**src/rtl/vpifo_task_arbiter.sv**
```systemverilog
// Round-robin front-end for the virtualized PIFO: screens per-tree push/pop requests
// against logical occupancy and issues one {op, TreeId, payload} task word per cycle.
module vpifo_task_arbiter #(
  parameter int PTW           = 16,
  parameter int TREE_NUM      = 4,
  parameter int TREE_NUM_BITS = $clog2(TREE_NUM),
  parameter int TREE_CAP      = 64,
  parameter int CNT_W         = $clog2(TREE_CAP + 1)
) (
  input  logic                         clk,
  input  logic                         rst,
  input  logic [TREE_NUM-1:0]          i_req,
  input  logic [TREE_NUM-1:0]          i_op,
  input  logic [TREE_NUM*PTW-1:0]      i_data,
  output logic [TREE_NUM-1:0]          o_grant,
  output logic [TREE_NUM-1:0]          o_reject,
  output logic                         fifo_wr_en,
  output logic [PTW+TREE_NUM_BITS:0]   fifo_buf_in,
  input  logic                         fifo_full,
  output logic [TREE_NUM*CNT_W-1:0]    o_tree_count
);

  localparam int WW = PTW + TREE_NUM_BITS + 1;
  localparam logic [CNT_W-1:0] CAP = CNT_W'(TREE_CAP);

  logic [CNT_W-1:0]         r_count [TREE_NUM];
  logic [TREE_NUM_BITS-1:0] r_rr_ptr;
  logic                     r_out_valid;
  logic [WW-1:0]            r_out_word;

  logic [TREE_NUM-1:0]      w_elig;
  logic                     w_can_issue;
  logic                     w_found;
  logic                     w_grant_any;
  logic [TREE_NUM_BITS-1:0] w_cand;
  logic [TREE_NUM_BITS-1:0] w_gnt_idx;
  logic [WW-1:0]            w_gnt_word;

  function automatic logic [TREE_NUM_BITS-1:0] wrap_idx(input logic [TREE_NUM_BITS-1:0] base,
                                                        input int off);
    int s;
    s = int'(base) + off;
    s = (s >= TREE_NUM) ? (s - TREE_NUM) : s;
    return TREE_NUM_BITS'(s);
  endfunction

  always_comb begin
    w_elig = '0;
    for (int k = 0; k < TREE_NUM; k++) begin
      if (i_op[k]) begin
        w_elig[k] = i_req[k] && (r_count[k] != CAP);
      end else begin
        w_elig[k] = i_req[k] && (r_count[k] != '0);
      end
    end
  end

  // First eligible client strictly after the last granted one, wrapping.
  always_comb begin
    w_found   = 1'b0;
    w_gnt_idx = '0;
    w_cand    = '0;
    for (int i = 1; i <= TREE_NUM; i++) begin
      w_cand = wrap_idx(r_rr_ptr, i);
      if (!w_found && w_elig[w_cand]) begin
        w_found   = 1'b1;
        w_gnt_idx = w_cand;
      end else begin
        w_found   = w_found;
      end
    end
  end

  assign w_can_issue = !r_out_valid || !fifo_full;
  assign w_grant_any = !rst && w_found && w_can_issue;

  always_comb begin
    w_gnt_word = {i_op[w_gnt_idx], w_gnt_idx,
                  i_op[w_gnt_idx] ? i_data[int'(w_gnt_idx)*PTW +: PTW] : {PTW{1'b0}}};
  end

  always_comb begin
    o_grant  = '0;
    o_reject = '0;
    if (rst) begin
      o_reject = '0;
    end else begin
      o_reject = i_req & ~w_elig;
      if (w_grant_any) begin
        o_grant[w_gnt_idx] = 1'b1;
      end else begin
        o_grant = '0;
      end
    end
  end

  assign fifo_wr_en  = !rst && r_out_valid && !fifo_full;
  assign fifo_buf_in = r_out_valid ? r_out_word : '0;

  always_comb begin
    o_tree_count = '0;
    for (int k = 0; k < TREE_NUM; k++) begin
      o_tree_count[k*CNT_W +: CNT_W] = r_count[k];
    end
  end

  // Occupancy is logical: a pop frees its slot at grant time.
  always_ff @(posedge clk) begin
    if (rst) begin
      r_out_valid <= 1'b0;
      r_out_word  <= '0;
      r_rr_ptr    <= TREE_NUM_BITS'(TREE_NUM - 1);
      for (int k = 0; k < TREE_NUM; k++) begin
        r_count[k] <= '0;
      end
    end else if (w_grant_any) begin
      r_out_valid <= 1'b1;
      r_out_word  <= w_gnt_word;
      r_rr_ptr    <= w_gnt_idx;
      if (i_op[w_gnt_idx]) begin
        r_count[w_gnt_idx] <= r_count[w_gnt_idx] + CNT_W'(1);
      end else begin
        r_count[w_gnt_idx] <= r_count[w_gnt_idx] - CNT_W'(1);
      end
    end else if (fifo_wr_en) begin
      r_out_valid <= 1'b0;
    end else begin
      r_out_valid <= r_out_valid;
    end
  end

endmodule

```
**config.mk**
```make
export PLATFORM = sky130hd
export DESIGN_NAME = vpifo_task_arbiter
export DESIGN_NICKNAME = d
export VERILOG_FILES = /design/src/rtl/vpifo_task_arbiter.sv
export SDC_FILE = /design/constraint.sdc
export NUM_CORES = 1
export LEC_CHECK = 0
export BUFFER_PORTS_ARGS = -buffer_cell sky130_fd_sc_hd__buf_2
export CORE_MARGIN = 2
export CORE_UTILIZATION = 40
export CTS_BUF_LIST = sky130_fd_sc_hd__clkbuf_4 sky130_fd_sc_hd__clkbuf_8
export DETAILED_ROUTE_END_ITERATION = 10
export PLACE_DENSITY = 0.67
export SETUP_SLACK_MARGIN = 0.4
export SLEW_MARGIN = 10
export SYNTH_ARGS = -nofsm -noshare
export SYNTH_HDL_FRONTEND = slang
export SYNTH_SLANG_ARGS = --single-unit
```
**constraint.sdc**
```tcl
create_clock -name clk -period 4.31 [get_ports clk]
set_input_delay 0.431 -clock clk [delete_from_list [all_inputs] [get_ports clk]]
set_output_delay 0.431 -clock clk [all_outputs]
set_load 0.01 [all_outputs]
```
==> results of run 1 <==
## registers in the layout, summed over array words and instances, names as in the netlist
register and count:
r_count 28, r_out_word 19, r_rr_ptr 2, r_out_valid 1
## per-layer routing
layer  vias to the layer above  GRT usage (%)  share of wire [%]
li1                       1647              -                  -
met3                        12           3.91                6.9
met2                       130           36.5                 48
met4                         0           6.40                1.3
met1                      1617           32.9                 44
met5                         -              0                  0
## kinds of logic (layout without fill, tap and decap cells)
group | after synthesis | count (layout) | share of synthesized area [%]
AND/OR/NAND/NOR | 186 | 186 | 30.1
AO/OA/AOI/OAI | 81 | 81 | 19.9
flip-flops | 50 | 50 | 39.0
buffers and inverters | 34 | 160 | 4.69
XOR/XNOR | 8 | 8 | 2.55
adder cells (fa/ha/maj) | 6 | 6 | 2.52
multiplexers | 4 | 4 | 1.22
## final cells by class
type / instances / share of cell area (%)
multi-input combinational: 285 / 45.7
tap: 105 / 3.11
timing repair buffer: 140 / 17.2
clock buffer: 7 / 2.28
clock inverter: 1 / 0.208
sequential: 50 / 30.4
inverter: 12 / 1.07
## report_power, final
group | switching (mW) | internal, mW
Sequential | 0.0859 | 0.595
Clock | 0.165 | 0.148
Combinational | 0.489 | 0.334
## cells in the final DEF (no fill, tap or decap), drive strengths merged, types with 16 or more instances in the layout
cell type / count
nor3: 22
nand3: 26
and2: 24
dfxtp: 22
nor2: 48
edfxtp: 28
a222oi: 16
buf: 140
nand2: 16
and3: 16
## worst max-delay path by stage
stage	startpoint	to	slack, ns	cells after the start
after floorplan	r_count[0][1]$_SDFFCE_PN0P_	r_count[0][5]$_SDFFCE_PN0P_	0.79	13
after CTS	r_count[0][3]$_SDFFCE_PN0P_	r_count[0][6]$_SDFFCE_PN0P_	0.41	14
after global placement	r_count[0][1]$_SDFFCE_PN0P_	r_count[1][6]$_SDFFCE_PN0P_	0.48	14
final	r_count[1][6]$_SDFFCE_PN0P_	r_count[3][5]$_DFFE_PP_	0.64	13
after detailed placement	r_count[0][3]$_SDFFCE_PN0P_	r_count[0][6]$_SDFFCE_PN0P_	0.44	14
after global routing	r_count[1][2]$_SDFFCE_PN0P_	r_count[2][5]$_SDFFCE_PN0P_	0.41	13
## stage by stage
step | cell area [um^2] | hold WS [ns] | power [mW] | worst slack, ns
2_1_floorplan | 3280 | 0.415 | 1.21 | 0.792
3_3_place_gp | 4010 | 0.430 | 1.46 | 0.484
3_5_place_dp | 4010 | 0.435 | 1.47 | 0.443
4_1_cts | 4110 | 0.450 | 1.78 | 0.412
5_1_grt | 4220 | 0.464 | 1.93 | 0.411
6_report | 4220 | 0.446 | 1.82 | 0.642
## cells in the mapped netlist, types with 3 or more instances
cell and instances:
nand3b_1 7, and3_1 16, a21oi_1 12, a222oi_1 16, edfxtp_1 28, and2_1 24
buf_2 8, ha_1 5, a31oi_1 6, inv_1 12, nand3_1 26, a31o_2 4
o21ai_0 6, nand2_1 16, nand2b_1 11, o22ai_1 10, nor2_1 48, mux2i_1 4
xnor2_1 6, nor3_1 22, or2_2 3, a311oi_1 3, clkbuf_1 11, dfxtp_1 22
## worst max-delay path, stage by stage, from the launching register on
cell and delay (ns):
edfxtp_1 0.45, xnor2_1 0.43, a31oi_4 0.24, a211oi_4 0.39, nand2_1 0.20, o22ai_1 0.24
nor2_1 0.09, ha_1 0.35, a21o_1 0.24, a21o_1 0.18, a21oi_1 0.12, o21ai_0 0.11
a31oi_2 0.24, a21oi_1 0.11
## timing repair
action	CTS	global route
resized for setup	0	14
setup buffers	0	5
endpoints found under the setup margin	0	12
endpoints found under the hold margin	0	0
hold buffers	0	0
==> flow_summary.json, run 1 <==
{
  "ff2ff_path_depth": 13,
  "critPathKind": "reg -> reg",
  "grt_start_max_net_pins": 42,
  "antenna_left": 0,
  "grt_pass1_wl_um": 16000,
  "vias_per_cell": 5.68,
  "final.setup_skew_ns": 0.00956,
  "status": "finished, final reports clean",
  "clkSinkCount": 50,
  "synth.area.top_cells": "edfxtp_1, dfxtp_1, nor2_1",
  "power_density_nw_per_um2": 431,
  "grt_pass1_vias": 2971,
  "finalWirelength_um": 10700,
  "start_util_pct": 40.6,
  "regArea_um2": 1280,
  "numPortBuffers": 130,
  "max_cap_violations": 0,
  "postSynthAreaPerCell_um2": 8.90,
  "async_flop_share_pct": 0,
  "synth_edf_count": 28,
  "synth_seq_cells": 50,
  "clock.fmax_ghz": 0.273,
  "finalSetupTns_ns": 0,
  "worstPathMaxFanout": 7,
  "drc": 0,
  "syn_to_final_growth_pct": 28.5,
  "min-delay-start": "r_out_word[16]$_SDFFE_PP0N_",
  "clk_pin_slew_ns": 0.10,
  "clock_latency_ns": 0.31,
  "dr.pass1.iters": 9,
  "r2r-start": "r_count[1][6]$_SDFFCE_PN0P_",
  "dp_hpwl_um": 8390,
  "multi_input_area_um2": 1930,
  "synth_area_um2": 3280,
  "die_y_um": 94.6,
  "n_antenna_cell": 0,
  "vias": 3406,
  "synth_top_area_share_pct": 25.6,
  "yosysTopAreaCell": "edfxtp_1",
  "fin_util_pct": 52.1,
  "slew_viol_final": 0,
  "yosysSeqAreaShare_pct": 39.0,
  "htreeDepth": 2,
  "layout.nets": 575,
  "cp-start-kind": "flip-flop",
  "drt-initial-drc-count": 276,
  "finalWeightedCongestion": 0.958,
  "setup_viol_count_final": 0,
  "max_slew_margin_pct": 56.9,
  "ys.warnings.count": 0,
  "drive_above_1_share_pct": 35.8,
  "rsz0062_at_grt": "false",
  "antenna_found_initial": 0,
  "synthCells": 369,
  "grt.overflow.total": 0,
  "cts_tree": "yes",
  "ir_drop_uv": 238,
  "holdPathEnd": "r_out_word[16]$_SDFFE_PP0N_",
  "track_usage_pct": 23.2,
  "rrSetupSlack_ns": 0.64,
  "cts_buffers": 5,
  "dp_cells": 587,
  "num_rows": 33,
  "die-area_um2": 8950,
  "finalHoldViolCount": 0,
  "core-area_um2": 8090,
  "worst_pin_slew_ns": 0.646,
  "io_pins": 131,
  "required_ns": 4.37,
  "final_cells": 600,
  "ys_types": 57,
  "hp-class": "reg -> reg",
  "finalCritPeriodShare_pct": 85.1,
  "rr_endpoint": "r_count[3][5]$_DFFE_PP_",
  "wl_per_cell_um": 17.9,
  "holdPathStages": 2,
  "clockBufferDepth": 2,
  "clk_root_buffer_cell": "clkbuf_8",
  "syn_nets": 450,
  "fillCellCount": 822,
  "min_period_ns": 3.67,
  "power.leakage_nw": 1.91,
  "cp.arrival_ns": 3.72,
  "dieWidth_um": 94.6,
  "worst_setup_path_end_kind": "flip-flop",
  "synthFlopType": "edfxtp_1"
}
(Power assumes the default switching activity.)
==> inputs of run 2 (changes only) <==
--- a/config.mk
+++ b/config.mk
@@ -7,10 +7,10 @@
 export LEC_CHECK = 0
 export BUFFER_PORTS_ARGS = -buffer_cell sky130_fd_sc_hd__buf_2
 export CORE_MARGIN = 2
-export CORE_UTILIZATION = 40
+export CORE_UTILIZATION = 35
 export CTS_BUF_LIST = sky130_fd_sc_hd__clkbuf_4 sky130_fd_sc_hd__clkbuf_8
 export DETAILED_ROUTE_END_ITERATION = 10
-export PLACE_DENSITY = 0.67
+export PLACE_DENSITY = 0.6
 export SETUP_SLACK_MARGIN = 0.4
 export SLEW_MARGIN = 10
 export SYNTH_ARGS = -nofsm -noshare
==> flow_summary.json, run 2 (synthesis gave the netlist of run 1 again) <==
{
  "cp.arrival_ns": 3.84,
  "grt_pass1_wl_um": 16800,
  "core-area_um2": 9150,
  "power_density_nw_per_um2": 426,
  "rr_endpoint": "r_count[1][5]$_SDFFCE_PN0P_",
  "grt_busiest_layer": "met2",
  "top_regs": "r_count x28, r_out_word x19, r_rr_ptr x2",
  "cp-start-kind": "flip-flop",
  "finalHoldViolCount": 0,
  "clock.fmax_ghz": 0.264,
  "min-delay-start": "r_out_word[16]$_SDFFE_PP0N_",
  "r2r-start": "r_count[0][1]$_SDFFCE_PN0P_",
  "cts_tree": "yes",
  "largest_register_ffs": 28,
  "start_util_pct": 35.9,
  "registers.top_by_ff_count": "r_count",
  "min_period_ns": 3.79,
  "clk_pin_slew_ns": 0.10,
  "pre_cts_slack_ns": 0.475,
  "syn_to_final_growth_pct": 27.9,
  "num_rows": 35,
  "worstPathMaxFanout": 6,
  "grt.overflow.total": 0,
  "drc": 0,
  "dr.pass1.iters": 7,
  "critPathKind": "reg -> reg",
  "numPortBuffers": 130,
  "finalWirelength_um": 11300,
  "required_ns": 4.36,
  "holdPathStages": 2,
  "clkSinkCount": 50,
  "track_usage_pct": 21.2,
  "n_antenna_cell": 0,
  "finalWeightedCongestion": 0.903,
  "worst_setup_path_end_kind": "flip-flop",
  "hold_slack_ns": 0.454,
  "io_pins": 131,
  "final_cell_mix": "buf_2, nor2_1, edfxtp_1",
  "drive_above_1_share_pct": 36.0,
  "hp-class": "reg -> reg",
  "slew_viol_final": 0,
  "die_y_um": 101,
  "dieWidth_um": 101,
  "antenna_found_initial": 0,
  "finalCritPeriodShare_pct": 88.0,
  "met2_usage_pct": 33.6,
  "rrSetupSlack_ns": 0.52,
  "vias_per_cell": 5.73,
  "status": "finished, final reports clean",
  "ff2ff_path_depth": 14,
  "clockBufferDepth": 2,
  "dp_hpwl_um": 8760,
  "drt-initial-drc-count": 250,
  "layout.nets": 574,
  "cts_buffers": 5,
  "max_cap_violations": 0,
  "grt_pass1_vias": 3148,
  "clk_root_buffer_cell": "clkbuf_8",
  "die-area_um2": 10200,
  "max_slew_margin_pct": 55.6,
  "layout_commonest_cell": "buf_2",
  "grtUsageMet3_pct": 3.19,
  "setup_ws_ns": 0.518,
  "ir_drop_uv": 179,
  "worst_pin_slew_ns": 0.666,
  "cts_hold_buf": 0,
  "fin_util_pct": 45.9,
  "vias": 3468,
  "clock_latency_ns": 0.31,
  "holdPathEnd": "r_out_word[16]$_SDFFE_PP0N_",
  "power.leakage_nw": 1.88,
  "grt_start_max_net_pins": 35,
  "wl_per_cell_um": 18.7,
  "rsz0062_at_grt": "false",
  "setup_viol_count_final": 0,
  "final.setup_skew_ns": 0.00697,
  "met1_usage_pct": 30.0,
  "htreeDepth": 2,
  "antenna_left": 0,
  "finalSetupTns_ns": 0
}
## run 2: cell count changes in the layout (fill, tap and decap cells not counted), sizes merged
cell	before	now
buf	140	139
inv	12	13
clkbuf	7	5
clkinv	1	2
## run 2: worst max path at each step
stage                                start                           to  slack [ns]  cells after the start
5_1_grt        r_count[0][1]$_SDFFCE_PN0P_  r_count[0][6]$_SDFFCE_PN0P_        0.34                     15
6_report       r_count[0][1]$_SDFFCE_PN0P_  r_count[1][5]$_SDFFCE_PN0P_        0.52                     14
2_1_floorplan  r_count[0][1]$_SDFFCE_PN0P_  r_count[0][5]$_SDFFCE_PN0P_        0.79                     13
3_3_place_gp   r_count[0][1]$_SDFFCE_PN0P_  r_count[1][6]$_SDFFCE_PN0P_        0.46                     14
4_1_cts        r_count[0][1]$_SDFFCE_PN0P_  r_count[1][6]$_SDFFCE_PN0P_        0.44                     14
3_5_place_dp   r_count[0][1]$_SDFFCE_PN0P_  r_count[1][6]$_SDFFCE_PN0P_        0.48                     14
## run 2: critical path, cell delays in order, from the launching register on
cell and delay, ns:
edfxtp_1 0.47, buf_4 0.18, nor4_4 0.39, a311oi_1 0.17, a2111oi_1 0.52, a211oi_2 0.10
nand4_1 0.14, inv_2 0.09, ha_1 0.38, a21o_1 0.25, a21o_1 0.18, a21oi_1 0.15
o21ai_0 0.09, a31oi_1 0.29, a21oi_1 0.13
## run 2: report_power, final
group | total, mW | internal (mW) | switching, mW
combinational | 0.829 | 0.334 | 0.496
clock | 0.283 | 0.115 | 0.168
sequential | 0.678 | 0.595 | 0.0828
total | 1.79 | 1.04 | 0.747
## run 2: through the flow
step,instance area [um^2],std cells,power (mW)
2_1_floorplan,3280,369,1.21
3_3_place_gp,4020,593,1.47
3_5_place_dp,4020,593,1.47
4_1_cts,4110,601,1.76
5_1_grt,4200,605,1.90
6_report,4200,605,1.79
## run 2: layer usage
layer	up-vias	wire [um]
li1	1638	-
met1	1681	4820
met2	131	5480
met3	18	824
met4	0	192
met5	-	0
## run 2: cell type report
cell class,instances,area (um^2)
repair buffers,139,718
inverters,12,45.0
well taps,111,139
multi-input cells,285,1930
clock inverters,3,18.8
clock buffers,5,68.8
flip-flops and latches,50,1280
fillers,931,4950
## run 2: timing repair
item,CTS,global route
resized for setup,0,14
setup buffers,0,4
endpoints found under the hold margin,0,0
endpoints found under the setup margin,0,12
